[src/rtl/vga_sync_gen_if.sv]
// Raster timing bundle from the sync generator to the renderer and connector.
// The master drives every signal; the slave only observes.
interface vga_sync_gen_if;
  logic [9:0] hCount;
  logic [9:0] vCount;
  logic       bright;
  logic       hSync;
  logic       vSync;
  logic       line_tick;
  logic       frame_tick;

  modport master (
    output hCount, vCount, bright, hSync, vSync, line_tick, frame_tick
  );

  modport slave (
    input hCount, vCount, bright, hSync, vSync, line_tick, frame_tick
  );
endinterface

[src/rtl/vga_sync_gen.sv]
// Free-running VGA raster generator: pixel divider, h/v counters, and registered
// sync, blanking and line/frame strobes that stay aligned with the counters.
module vga_sync_gen #(
  parameter int CLK_DIV     = 4,
  parameter int H_TOTAL     = 800,
  parameter int H_SYNC      = 96,
  parameter int H_ACT_START = 144,
  parameter int H_ACT_END   = 784,
  parameter int V_TOTAL     = 525,
  parameter int V_SYNC      = 2,
  parameter int V_ACT_START = 35,
  parameter int V_ACT_END   = 515
) (
  input  logic           clk,
  input  logic           Reset,
  vga_sync_gen_if.master vga
);

  localparam int DIV_W = (CLK_DIV > 1) ? $clog2(CLK_DIV) : 1;
  localparam logic [DIV_W-1:0] DIV_LAST = DIV_W'(CLK_DIV - 1);
  localparam logic [DIV_W-1:0] DIV_ONE  = DIV_W'(1);

  localparam logic [9:0] H_LAST = 10'(H_TOTAL - 1);
  localparam logic [9:0] V_LAST = 10'(V_TOTAL - 1);
  localparam logic [9:0] H_SW   = 10'(H_SYNC);
  localparam logic [9:0] V_SW   = 10'(V_SYNC);
  localparam logic [9:0] H_AS   = 10'(H_ACT_START);
  localparam logic [9:0] H_AE   = 10'(H_ACT_END);
  localparam logic [9:0] V_AS   = 10'(V_ACT_START);
  localparam logic [9:0] V_AE   = 10'(V_ACT_END);

  logic [DIV_W-1:0] div;
  logic [9:0]       h_cnt, v_cnt;
  logic [9:0]       h_next, v_next;
  logic             pix_en, h_wrap, v_wrap;
  logic             hsync_q, vsync_q, bright_q, line_q, frame_q;

  assign pix_en = (div == DIV_LAST);
  assign h_wrap = pix_en && (h_cnt == H_LAST);
  assign v_wrap = h_wrap && (v_cnt == V_LAST);

  // NOTE: every variable gets a default before any branch so no latch is inferred.
  always_comb begin
    h_next = h_cnt;
    v_next = v_cnt;
    if (pix_en) h_next = h_wrap ? '0 : h_cnt + 10'd1;
    if (h_wrap) v_next = v_wrap ? '0 : v_cnt + 10'd1;
  end

  // Decoded outputs are registered from the next counter values, so they always
  // describe the position being presented in the same cycle.
  // NOTE: non-blocking assignments keep all registers updating from pre-edge values.
  always_ff @(posedge clk or posedge Reset) begin
    if (Reset) begin
      div      <= '0;
      h_cnt    <= '0;
      v_cnt    <= '0;
      hsync_q  <= 1'b0;
      vsync_q  <= 1'b0;
      bright_q <= 1'b0;
      line_q   <= 1'b0;
      frame_q  <= 1'b0;
    end else begin
      div      <= pix_en ? '0 : div + DIV_ONE;
      h_cnt    <= h_next;
      v_cnt    <= v_next;
      hsync_q  <= (h_next >= H_SW);
      vsync_q  <= (v_next >= V_SW);
      bright_q <= (h_next >= H_AS) && (h_next < H_AE) &&
                  (v_next >= V_AS) && (v_next < V_AE);
      line_q   <= h_wrap;
      frame_q  <= v_wrap;
    end
  end

  assign vga.hCount     = h_cnt;
  assign vga.vCount     = v_cnt;
  assign vga.hSync      = hsync_q;
  assign vga.vSync      = vsync_q;
  assign vga.bright     = bright_q;
  assign vga.line_tick  = line_q;
  assign vga.frame_tick = frame_q;

endmodule

[src/flat_wrapper.sv]
// flat-port wrapper written by rule: the top's interface ports become plain ports
module vga_sync_gen_flat 
#(
  parameter int CLK_DIV     = 4,
  parameter int H_TOTAL     = 800,
  parameter int H_SYNC      = 96,
  parameter int H_ACT_START = 144,
  parameter int H_ACT_END   = 784,
  parameter int V_TOTAL     = 525,
  parameter int V_SYNC      = 2,
  parameter int V_ACT_START = 35,
  parameter int V_ACT_END   = 515
)
  (clk, Reset, vga_hCount, vga_vCount, vga_bright, vga_hSync, vga_vSync, vga_line_tick, vga_frame_tick);
  vga_sync_gen_if vga_i ();
  input  logic clk;
  input  logic Reset;
  output wire logic [$bits(vga_i.hCount)-1:0] vga_hCount;
  output wire logic [$bits(vga_i.vCount)-1:0] vga_vCount;
  output wire logic [$bits(vga_i.bright)-1:0] vga_bright;
  output wire logic [$bits(vga_i.hSync)-1:0] vga_hSync;
  output wire logic [$bits(vga_i.vSync)-1:0] vga_vSync;
  output wire logic [$bits(vga_i.line_tick)-1:0] vga_line_tick;
  output wire logic [$bits(vga_i.frame_tick)-1:0] vga_frame_tick;
  assign vga_hCount = vga_i.hCount;
  assign vga_vCount = vga_i.vCount;
  assign vga_bright = vga_i.bright;
  assign vga_hSync = vga_i.hSync;
  assign vga_vSync = vga_i.vSync;
  assign vga_line_tick = vga_i.line_tick;
  assign vga_frame_tick = vga_i.frame_tick;
  vga_sync_gen #(.CLK_DIV(CLK_DIV), .H_TOTAL(H_TOTAL), .H_SYNC(H_SYNC), .H_ACT_START(H_ACT_START), .H_ACT_END(H_ACT_END), .V_TOTAL(V_TOTAL), .V_SYNC(V_SYNC), .V_ACT_START(V_ACT_START), .V_ACT_END(V_ACT_END)) u_core (.clk(clk), .Reset(Reset), .vga(vga_i));
endmodule
[config.mk]
export PLATFORM = sky130hd
export DESIGN_NAME = vga_sync_gen_flat
export DESIGN_NICKNAME = d
export VERILOG_FILES = /design/src/rtl/vga_sync_gen_if.sv /design/src/rtl/vga_sync_gen.sv /design/src/flat_wrapper.sv
export SDC_FILE = /design/constraint.sdc
export NUM_CORES = 1
export LEC_CHECK = 0
export ABC_AREA = 1
export CAP_MARGIN = 10
export CORE_MARGIN = 8
export CORE_UTILIZATION = 53
export CTS_BUF_LIST = sky130_fd_sc_hd__clkbuf_16
export DETAILED_ROUTE_END_ITERATION = 12
export PLACE_DENSITY = 0.82
export SLEW_MARGIN = 20
export SYNTH_ARGS = -nofsm -noshare
export SYNTH_HDL_FRONTEND = slang
export SYNTH_SLANG_ARGS = --single-unit
[constraint.sdc]
create_clock -name clk -period 2.3 [get_ports clk]
set_clock_uncertainty 0.05 [all_clocks]
set_input_delay 0.46 -clock clk [delete_from_list [all_inputs] [get_ports clk]]
set_output_delay 0.46 -clock clk [all_outputs]
set_load 0.05 [all_outputs]
==> impl_metrics.env, run 1 <==
export IMPL_run_status="finished, final reports clean"
export IMPL_worstPathCellList="clkdlybuf4s50_1"
export IMPL_cts_max_level=1
export IMPL_grt_pass1_vias=1556
export IMPL_path_buf_inv=1
export IMPL_clk_pin_slew_ns=0.06
export IMPL_reg2reg_depth=14
export IMPL_routed_via_density=5.11
export IMPL_final_setup_viol_count=0
export IMPL_synth_seq_cells=27
export IMPL_max_slew_margin_rel=0.650
export IMPL_gr_usage_all_layers=0.171
export IMPL_portBuffers=26
export IMPL_powerDensity_nw_per_um2=416
export IMPL_fin_crit_ns=2.15
export IMPL_grt_pass1_wl_um=7130
export IMPL_drt_iter0_drc=192
export IMPL_crit_arrival_ns=1.64
export IMPL_worst_pin_slew_ns=0.520
export IMPL_postRouteAntennaNets=0
export IMPL_seq_area_frac_synth=0.389
export IMPL_pre_cts_ws_ns=0.0687
export IMPL_rsz0062_at_grt="false"
export IMPL_syn_avg_cell_area_um2=6.91
export IMPL_wl_per_cell_um=12.6
export IMPL_critPathRequiredTime_ns=1.79
export IMPL_synth_area_um2=1740
export IMPL_worst_path_max_delay_cell="clkdlybuf4s50_1"
export IMPL_dr_pass1_iters=4
export IMPL_min_path_type="flop to flop"
export IMPL_synth_cells=251
export IMPL_cts_tree="built"
export IMPL_rrSetupSlack_ns=0.21
export IMPL_grt_max_degree=28
export IMPL_timing_final_ws_setup_ns=0.146
export IMPL_fmax_ghz=0.464
export IMPL_initial_core_util=0.564
export IMPL_finalHoldViolCount=0
export IMPL_layout_nets=288
export IMPL_finalWeightedCongestion=0.942
export IMPL_diodes=0
export IMPL_clock_latency_ns=0.26
export IMPL_synth_distinct_cells=23
export IMPL_post_cts_setup_buffers=0
export IMPL_cts_path_max_buffers=2
export IMPL_crit_family="buffers and inverters"
export IMPL_grt_ovfl_total=0
export IMPL_cts_buffers=3
export IMPL_worstSetupPathType="flop to output port"
export IMPL_final_common_cell="nand2_1"
export IMPL_synth_nets=257
export IMPL_die_h_um=73.2
export IMPL_drcViolationCount=0
export IMPL_clock_sinks=27
export IMPL_dieWidth_um=73.2
export IMPL_die_area_um2=5360
export IMPL_areaGrowthSynthToFinish_pct=23.1
export IMPL_hold_path_depth=1
export IMPL_irDropWorstVdd_mv=0.314
export IMPL_path_depth=1
export IMPL_core_um2=3080
export IMPL_fin_crit_sh=0.937
export IMPL_final_layout_size_suffix_gt1_frac=0.0890
export IMPL_root_buffer="clkbuf_16"
export IMPL_path_max_fanout=8
export IMPL_place_hpwl_um=3100
export IMPL_maxCapViolations=0
export IMPL_leakage_nw=1.16
export IMPL_wl_um=4100
export IMPL_rows=20
export IMPL_worstSetupEndpointType="output port"
export IMPL_slew_viol_final=0
export IMPL_pin_count=27
export IMPL_cp_start_kind="flop"
export IMPL_vias=1661
export IMPL_critPathMaxStageDelay_ns=0.87
export IMPL_antenna_found_initial=0
export IMPL_final_cell_mix="70 x nand2_1, 42 x inv_1, 31 x nor2_1"
export IMPL_yosysWarnings=0
export IMPL_fin_tns_setup_ns=0
## worst paths after layout
kind                                       from                    to
setup / recovery           u_core.vga.hCount[3]         vga_hCount[3]
hold / removal                    u_core.div[0]         u_core.div[0]
setup reg to reg           u_core.vga.hCount[0]     u_core.vga.bright
hold reg to reg                   u_core.div[0]         u_core.div[0]
max in group asynchronous                 Reset  u_core.vga.vCount[2]
min in group asynchronous                 Reset      u_core.vga.vSync
## repair_timing
action / in CTS / in global routing
resized for setup: 0 / 1
endpoints found under the setup margin: 0 / 1
hold endpoints to repair: 0 / 0
hold buffers: 0 / 0
## power breakdown
group / leakage, nW / internal, mW / switching, mW / total [mW]
Combinational: 0.757 / 0.00272 / 0.00931 / 0.0120
Clock: 0.0409 / 0.235 / 0.166 / 0.401
Sequential: 0.363 / 0.475 / 0 / 0.475
Total: 1.16 / 0.712 / 0.175 / 0.888
## through the flow
stage / power [mW] / cells / area (um^2) / utilization / hold WS, ns
CTS: 0.892 / 325 / 2130 / 0.693 / 0.380
detailed placement: 0.496 / 321 / 2050 / 0.667 / 0.373
floorplan: 0.491 / 251 / 1740 / - / 0.353
finish: 0.888 / 325 / 2140 / 0.694 / 0.386
global route: 0.913 / 325 / 2140 / 0.694 / 0.407
global placement: 0.496 / 321 / 2050 / 0.667 / 0.363
## worst register-to-register path, delay by kind of cell (launching register included)
kind	cells	cell delay (ns)
AND/OR/NAND/NOR	12	1.05
adder cells (fa/ha/maj)	1	0.34
buffers and inverters	1	0.08
flip-flops	1	0.46
## state kept, by name (all words and copies together) (netlist names)
| name | flops |
|---|---|
| u_core.div | 2 |
| u_core.vga.bright | 1 |
| u_core.vga.frame_tick | 1 |
| u_core.vga.hCount | 10 |
| u_core.vga.hSync | 1 |
| u_core.vga.line_tick | 1 |
| u_core.vga.vCount | 10 |
| u_core.vga.vSync | 1 |
## cells by family (layout without fill, tap and decap cells)
logic type / after synthesis / count (layout) / share of synthesized area
xor+xnor: 3 / 3 / 0.0151
fa+ha+maj: 4 / 4 / 0.0288
flops: 27 / 27 / 0.389
compound gates: 11 / 11 / 0.0353
simple gates: 156 / 156 / 0.420
buf+inv: 50 / 80 / 0.112
## cells in the mapped netlist, drive strengths merged
master / count / share of area
a211o: 1 / 0.0050
a21oi: 1 / 0.0029
buf: 2 / 0.0072
clkinv: 1 / 0.0029
dfrtp: 27 / 0.39
ha: 4 / 0.029
inv: 47 / 0.10
nand2: 71 / 0.16
nand3: 31 / 0.098
nand4: 15 / 0.063
nor2: 38 / 0.098
nor3: 1 / 0.0029
o21ai: 8 / 0.023
o21bai: 1 / 0.0043
xor2: 3 / 0.015
## cell type report
cell class / instances / area [um^2]
Multi-Input combinational cell: 174 / 868
Clock inverter: 1 / 5.00
Timing Repair Buffer: 28 / 275
Clock buffer: 3 / 75.1
Inverter: 48 / 181
Tap cell: 44 / 55.1
Sequential cell: 27 / 676
Fill cell: 250 / 942
## routing by layer
layer / share of wire / vias up / track usage / wire length [um]
li1: - / 850 / - / -
met1: 0.47 / 744 / 0.237 / 1940
met2: 0.44 / 62 / 0.249 / 1790
met3: 0.079 / 5 / 0.0398 / 325
met4: 0.012 / 0 / 0.0622 / 51
met5: 0 / - / 0 / 0
(Power assumes the default switching activity.)
==> inputs of run 2 (changes only) <==
GPL_ROUTABILITY_DRIVEN = 0   (was unset)
==> results of run 2 <==
Final layout, timing and power as in run 1 (identical DEF).
